--- src/rtl/mmio_timer_pkg.sv ---
// Shared constants for the MMIO timer: register selects, CTRL field positions, default base.
package mmio_timer_pkg;
    localparam logic [63:0] TIMER_BASE = 64'h0000_0000_2000_0000;

    localparam logic [1:0] TIMER_MTIME_OFF  = 2'd0;
    localparam logic [1:0] TIMER_CMP_OFF    = 2'd1;
    localparam logic [1:0] TIMER_CTRL_OFF   = 2'd2;
    localparam logic [1:0] TIMER_STATUS_OFF = 2'd3;

    localparam int TIMER_EN        = 0;
    localparam int TIMER_IE        = 1;
    localparam int TIMER_PERIODIC  = 2;
    localparam int TIMER_PRESC_LSB = 8;
    localparam int TIMER_PRESC_MSB = 15;

    // Only these CTRL bits are implemented; everything else reads back as zero.
    localparam logic [63:0] TIMER_CTRL_MASK = 64'h0000_0000_0000_FF07;

    function automatic logic timer_hit(input logic [63:0] addr, input logic [63:0] base);
        return addr[63:5] == base[63:5];
    endfunction
endpackage

--- src/rtl/mmio_timer_if.sv ---
// Data-side MMIO access bundle: EX-stage address/data/type in, same-cycle response out.
interface mmio_timer_if;
    logic [63:0] addr;
    logic [63:0] wdata;
    logic [2:0]  mem_load_type;
    logic [2:0]  mem_store_type;
    logic        d_valid;
    logic        d_ready;
    logic [63:0] d_rdata;

    modport master (
        output addr, wdata, mem_load_type, mem_store_type,
        input  d_valid, d_ready, d_rdata
    );
    modport slave (
        input  addr, wdata, mem_load_type, mem_store_type,
        output d_valid, d_ready, d_rdata
    );
endinterface

--- src/rtl/mmio_timer_prescaler.sv ---
// Divide-by-(PRESC+1) tick generator; held at zero while disabled or being cleared.
module timer_prescaler (
    input  logic       clock,
    input  logic       reset,
    input  logic       en_i,
    input  logic       clr_i,
    input  logic [7:0] presc_i,
    output logic       tick_o
);
    logic [7:0] pcnt_q, pcnt_d;

    assign tick_o = en_i && (pcnt_q == presc_i);

    always_comb begin
        pcnt_d = pcnt_q + 8'd1;
        if (clr_i || !en_i || tick_o) pcnt_d = '0;
    end

    always_ff @(posedge clock or posedge reset) begin
        if (reset) pcnt_q <= '0;
        else       pcnt_q <= pcnt_d;
    end
endmodule

--- src/rtl/mmio_timer.sv ---
// 64-bit memory-mapped timer (MTIME, MTIMECMP, CTRL, STATUS) with a registered level interrupt.
module mmio_timer
    import mmio_timer_pkg::*;
#(
    parameter logic [63:0] BASE_ADDR = TIMER_BASE
) (
    input  logic        clock,
    input  logic        reset,
    mmio_timer_if.slave bus,
    output logic        irq
);
    logic        hit, is_ld, is_st, wr, ctrl_wr, tick, match;
    logic [1:0]  sel;
    logic [63:0] mtime_q, mtime_d, cmp_q, cmp_d, ctrl_q, ctrl_d, rdata;
    logic        pend_q, pend_d, irq_q;
    logic        unused_lsb;

    assign hit        = timer_hit(bus.addr, BASE_ADDR);
    assign is_ld      = |bus.mem_load_type;
    assign is_st      = |bus.mem_store_type;
    assign sel        = bus.addr[4:3];
    assign unused_lsb = ^bus.addr[2:0];
    // A store wins over a simultaneous load, so the write strobe ignores the load type.
    assign wr         = hit & is_st;
    assign ctrl_wr    = wr && (sel == TIMER_CTRL_OFF);
    assign match      = mtime_q >= cmp_q;

    timer_prescaler u_presc (
        .clock   (clock),
        .reset   (reset),
        .en_i    (ctrl_q[TIMER_EN]),
        .clr_i   (ctrl_wr),
        .presc_i (ctrl_q[TIMER_PRESC_MSB:TIMER_PRESC_LSB]),
        .tick_o  (tick)
    );

    always_comb begin
        rdata = '0;
        if (hit) begin
            case (sel)
                TIMER_MTIME_OFF: rdata = mtime_q;
                TIMER_CMP_OFF:   rdata = cmp_q;
                TIMER_CTRL_OFF:  rdata = ctrl_q;
                default:         rdata = {63'b0, pend_q};
            endcase
        end
    end

    assign bus.d_valid = hit;
    assign bus.d_ready = hit & (is_ld | is_st);
    assign bus.d_rdata = rdata;
    assign irq         = irq_q;

    always_comb begin
        mtime_d = mtime_q;
        cmp_d   = cmp_q;
        ctrl_d  = ctrl_q;
        pend_d  = pend_q;
        if (tick) mtime_d = (ctrl_q[TIMER_PERIODIC] && match) ? '0 : mtime_q + 64'd1;
        // Software writes override the tick; a live match overrides a W1C.
        if (wr) begin
            case (sel)
                TIMER_MTIME_OFF: mtime_d = bus.wdata;
                TIMER_CMP_OFF:   cmp_d   = bus.wdata;
                TIMER_CTRL_OFF:  ctrl_d  = bus.wdata & TIMER_CTRL_MASK;
                default:         if (bus.wdata[0]) pend_d = 1'b0;
            endcase
        end
        if (match) pend_d = 1'b1;
    end

    always_ff @(posedge clock or posedge reset) begin
        if (reset) begin
            mtime_q <= '0;
            cmp_q   <= '1;
            ctrl_q  <= '0;
            pend_q  <= 1'b0;
            irq_q   <= 1'b0;
        end else begin
            mtime_q <= mtime_d;
            cmp_q   <= cmp_d;
            ctrl_q  <= ctrl_d;
            pend_q  <= pend_d;
            irq_q   <= pend_q & ctrl_q[TIMER_IE];
        end
    end
endmodule

--- src/flat_wrapper.sv ---
// flat-port wrapper written by rule: the top's interface ports become plain ports
module mmio_timer_flat import mmio_timer_pkg::*;
#(
    parameter logic [63:0] BASE_ADDR = TIMER_BASE
)
  (clock, reset, irq, bus_addr, bus_wdata, bus_mem_load_type, bus_mem_store_type, bus_d_valid, bus_d_ready, bus_d_rdata);
  mmio_timer_if bus_i ();
  input  logic clock;
  input  logic reset;
  output logic irq;
  input wire logic [$bits(bus_i.addr)-1:0] bus_addr;
  input wire logic [$bits(bus_i.wdata)-1:0] bus_wdata;
  input wire logic [$bits(bus_i.mem_load_type)-1:0] bus_mem_load_type;
  input wire logic [$bits(bus_i.mem_store_type)-1:0] bus_mem_store_type;
  output wire logic [$bits(bus_i.d_valid)-1:0] bus_d_valid;
  output wire logic [$bits(bus_i.d_ready)-1:0] bus_d_ready;
  output wire logic [$bits(bus_i.d_rdata)-1:0] bus_d_rdata;
  assign bus_i.addr = bus_addr;
  assign bus_i.wdata = bus_wdata;
  assign bus_i.mem_load_type = bus_mem_load_type;
  assign bus_i.mem_store_type = bus_mem_store_type;
  assign bus_d_valid = bus_i.d_valid;
  assign bus_d_ready = bus_i.d_ready;
  assign bus_d_rdata = bus_i.d_rdata;
  mmio_timer #(.BASE_ADDR(BASE_ADDR)) u_core (.clock(clock), .reset(reset), .bus(bus_i), .irq(irq));
endmodule
--- config.mk ---
export PLATFORM = sky130hd
export DESIGN_NAME = mmio_timer_flat
export DESIGN_NICKNAME = d
export VERILOG_FILES = /design/src/rtl/mmio_timer_pkg.sv /design/src/rtl/mmio_timer_if.sv /design/src/rtl/mmio_timer_prescaler.sv /design/src/rtl/mmio_timer.sv /design/src/flat_wrapper.sv
export SDC_FILE = /design/constraint.sdc
export NUM_CORES = 1
export LEC_CHECK = 0
export BUFFER_PORTS_ARGS = -buffer_cell sky130_fd_sc_hd__buf_2
export CORE_ASPECT_RATIO = 1.5
export CORE_MARGIN = 4
export CORE_UTILIZATION = 51
export DETAILED_ROUTE_END_ITERATION = 10
export GPL_ROUTABILITY_DRIVEN = 0
export PLACE_DENSITY = 0.79
export SLEW_MARGIN = 20
export SYNTH_ARGS = -nofsm -noshare
export SYNTH_HDL_FRONTEND = slang
export SYNTH_SLANG_ARGS = --single-unit
--- constraint.sdc ---
create_clock -name clock -period 5.6 [get_ports clock]
set_input_delay 1.68 -clock clock [delete_from_list [all_inputs] [get_ports clock]]
set_output_delay 1.68 -clock clock [all_outputs]
set_load 0.005 [all_outputs]
==> metrics.md <==
| Metric | Value |
|---|---|
| Final setup fails | `0` |
| All-Layer GR Usage | `between 20% and 30%` |
| Yosys Warn Count | `0` |
| Clk Tree Root Cell | `clkbuf_16` |
| Top FF cell, synth | `dfrtp_1` |
| Fmax achieved | `0.185 GHz` |
| Number of global-route vias before repair | `~9,100` |
| DRC | `0` |
| TritonRoute pass-1 iters | `7` |
| Row Count | `63` |
| Area post-placement | `approximately 0.011 mm2` |
| Design area | `~0.012 mm2` |
| Worst reg2reg startpoint | `u_core.cmp_q[59]` |
| Initial antenna violation count | `1` |
| Number of vias per cell | `approximately 5.6` |
| Met2 usage | `between 40% and 50%` |
| I/O pin cnt | `203` |
| Core area | `0.0197 mm2` |
| Filler instances | `approximately 1,700` |
| First-pass GRT wire length | `about 45,000 um` |
| Die height | `approximately 180 um` |
| Area of the die | `about 0.022 mm2` |
| Number of port buffers | `between 150 and 200` |
| Final Hold Viols | `0` |
| Clock latency on the worst-skew pair | `430 ps` |
| Layout Area Growth over Synthesis | `18.1%` |
| Leakage | `~6.0 nW` |
| Crit-path max FO | `31` |
| Finished Layout Cells | `~1,600` |
| Clock-pin slew on the worst setup and hold paths | `approximately 60 ps` |
| CTS tree | `built` |
| Total Power | `between 2 and 2.5 mW` |
| Status | `finished clean` |
| Seq cells post-synth | `~150` |
| Hold Startpoint | `u_core.pend_q` |
| Die width | `roughly 120 um` |
| CTS Sinks | `between 100 and 150` |
| Total CTS buffers | `17` |
| GR peak layer | `met2` |
| Max IR drop VDD | `approximately 0.15 mV` |
| Reg2reg end | `u_core.mtime_q[32]` |
| Hold Path Depth | `1` |
| Reg2reg path depth | `10` |
| GRT overflow | `0` |
| Sequential share of the synthesized area | `roughly 37%` |
| Nets | `between 1,500 and 2,000` |
| EDFF count, synth | `0` |
| Startpoint Class | `primary input` |
| Critical path capture point type | `output port` |
| Commonest non-fill, non-tap cell in the layout | `buf_2` |
| PostCTS Resize Cnt | `0` |
| Syn Inst Count | `~1,100` |
| Vias after detailed routing | `between 8,000 and 9,000` |
| Register-to-Register Setup Slack | `around 2100 ps` |
| Post-DP HPWL | `20,200 um` |
| Met1 usage | `between 30% and 40%` |
| Critical path class | `in -> out` |
| Async set or reset register ratio after synthesis | `between 90% and 100%` |
| Slew @ Worst Pin | `roughly 900 ps` |
| Hold_buf cts | `0` |
| Layout Skew | `11.7 ps` |
| Clock period minus worst slack | `about 5400 ps` |
| Total wire length | `between 20,000 and 30,000 um` |
| Final setup TNS | `0 ps` |
| Share of layout cells above drive strength 1 | `27.8%` |
| Wire length per cell | `around 17 um` |
| Hold Path Class | `reg -> reg` |
| Syn Std Cell Area | `0.0102 mm2` |
| GR Layer Usage met3 | `about 3.3%` |
| RSZ-0062 raised after global routing | `no` |
| Period utilization | `between 90% and 100%` |
| Cell Pwr Density | `about 200 mW/mm2` |
| Largest net degree at the start of global routing | `~130` |
| Register cell area after layout | `~0.0038 mm2` |
| CP arrival | `about 3700 ps` |
| Initial Util | `51.6%` |
| Syn Nets | `1,349` |
| Area of the multi-input gates | `a little under 0.006 mm2` |
| Crit path required time | `~3900 ps` |
| Placed Cells | `roughly 1,600` |
| Post CTS Setup Buffer Count | `0` |
| Clock Tree Buf Depth | `2` |
| Distinct cells, synth | `55` |
| Total of max-cap violations | `0` |
| Max_slew headroom | `39.4%` |
| Slew Viols, Final | `0` |
| Hold Path Sink | `u_core.pend_q` |
| Most frequent cells in the layout | `buf_2, nand2_1, nor2_1` |
| Post-Syn Area per Cell | `8.87 um2` |
| 1st-iter DRT viols | `slightly below 600` |
| H-tree level count | `4` |
| ANT nets after route | `0` |
| Final Util | `just over 60%` |
[Yosys cell counts (3+ instances only)]
| cell type | count | area share (%) |
|---|---|---|
| nand2_1 | 169 | 6.2 |
| nor2_1 | 117 | 4.3 |
| dfrtp_1 | 85 | 21 |
| inv_1 | 83 | 3.1 |
| o21ai_0 | 68 | 3.3 |
| ha_1 | 66 | 8.1 |
| dfstp_2 | 64 | 17 |
| mux2i_1 | 64 | 6.3 |
| xnor2_1 | 51 | 4.4 |
| clkbuf_1 | 40 | 1.5 |
| nand4_1 | 37 | 2.3 |
| a21oi_1 | 36 | 1.8 |
| o31ai_1 | 36 | 2.7 |
| nand3_1 | 33 | 1.6 |
| o31ai_2 | 24 | 3.0 |
| nor3_1 | 21 | 1.0 |
| xor2_1 | 21 | 1.8 |
| nor4_1 | 18 | 1.1 |
| mux2_2 | 12 | 1.3 |
| buf_2 | 11 | 0.54 |
| a21o_1 | 8 | 0.59 |
| nor3_2 | 7 | 0.69 |
| o21ai_1 | 7 | 0.34 |
| and3_1 | 5 | 0.31 |
| nor2b_1 | 5 | 0.31 |
| and4_1 | 4 | 0.34 |
| nand4_2 | 4 | 0.49 |
| a211oi_1 | 3 | 0.22 |
| a221oi_1 | 3 | 0.26 |
| and2_1 | 3 | 0.18 |
| buf_6 | 3 | 0.33 |
| or3_1 | 3 | 0.18 |
[worst max-delay path by stage]
stage                start               end  slack, ps  cells past startpoint
2_1_floorplan        reset  u_core.ctrl_q[0]         20                      1
6_report       bus_addr[5]   bus_d_rdata[63]        200                      9
4_1_cts        bus_addr[5]   bus_d_rdata[53]        190                      9
3_5_place_dp   bus_addr[5]   bus_d_rdata[53]        200                      9
3_3_place_gp   bus_addr[7]   bus_d_rdata[36]        300                      9
5_1_grt        bus_addr[5]   bus_d_rdata[63]          6                      9
[sequential cells by signal, indices dropped and copies added, names as in the netlist]
name	count
u_core.u_presc.pcnt_q	8
u_core.irq	1
u_core.pend_q	1
u_core.cmp_q	64
u_core.mtime_q	64
u_core.ctrl_q	11
[per-stage QoR]
step | worst slack, ps | hold WS, ps
final | 200 | 506
after global routing | 6.40 | 525
after CTS | 193 | 506
after detailed placement | 203 | 493
after global placement | 301 | 470
after floorplan | 17.9 | 458
[layout make-up]
type | count | share of cell area, %
Clock inverter | 11 | 1.24
Timing Repair Buffer | 210 | 9.42
Multi-Input combinational cell | 859 | 48.3
Antenna cell | 1 | 0.0208
Inverter | 83 | 2.64
Tap cell | 260 | 2.71
Clock buffer | 21 | 3.92
Sequential cell | 149 | 31.7
[logic make-up (layout without fill, tap and decap cells)]
family,count (synthesis),count (layout),share of synthesized area (%)
muxes,77,77,7.85
xor gates and xnor gates,72,72,6.20
and+or+nand+nor,447,447,21.4
AOI/OAI and AO/OA,197,197,13.5
adders and majority gates,66,66,8.12
buffers and inverters,139,325,5.49
DFF,149,149,37.5
other,0,1,0
[power breakdown]
group,internal [mW],leakage [nW],switching [mW]
clock,0.738,0.296,0.471
sequential,1.08,1.54,0
combinational,0.0505,4.20,0.0691
total,1.87,6.03,0.540
[metal layers]
layer / wire, um / vias up
li1: - / 4341
met1: 10700 / 4284
met2: 14600 / 258
met3: 1160 / 72
met4: 1070 / 0
met5: 0 / -
[worst max-delay path: stages]
cell     delay (ps)
buf_2           100
nor4_1          320
nand4_1         160
nor3_2          310
nand2_1         100
or2_2           530
buf_12          260
nor2_1          120
buf_2           120
Note: power is estimated with default switching activity, not from simulation.
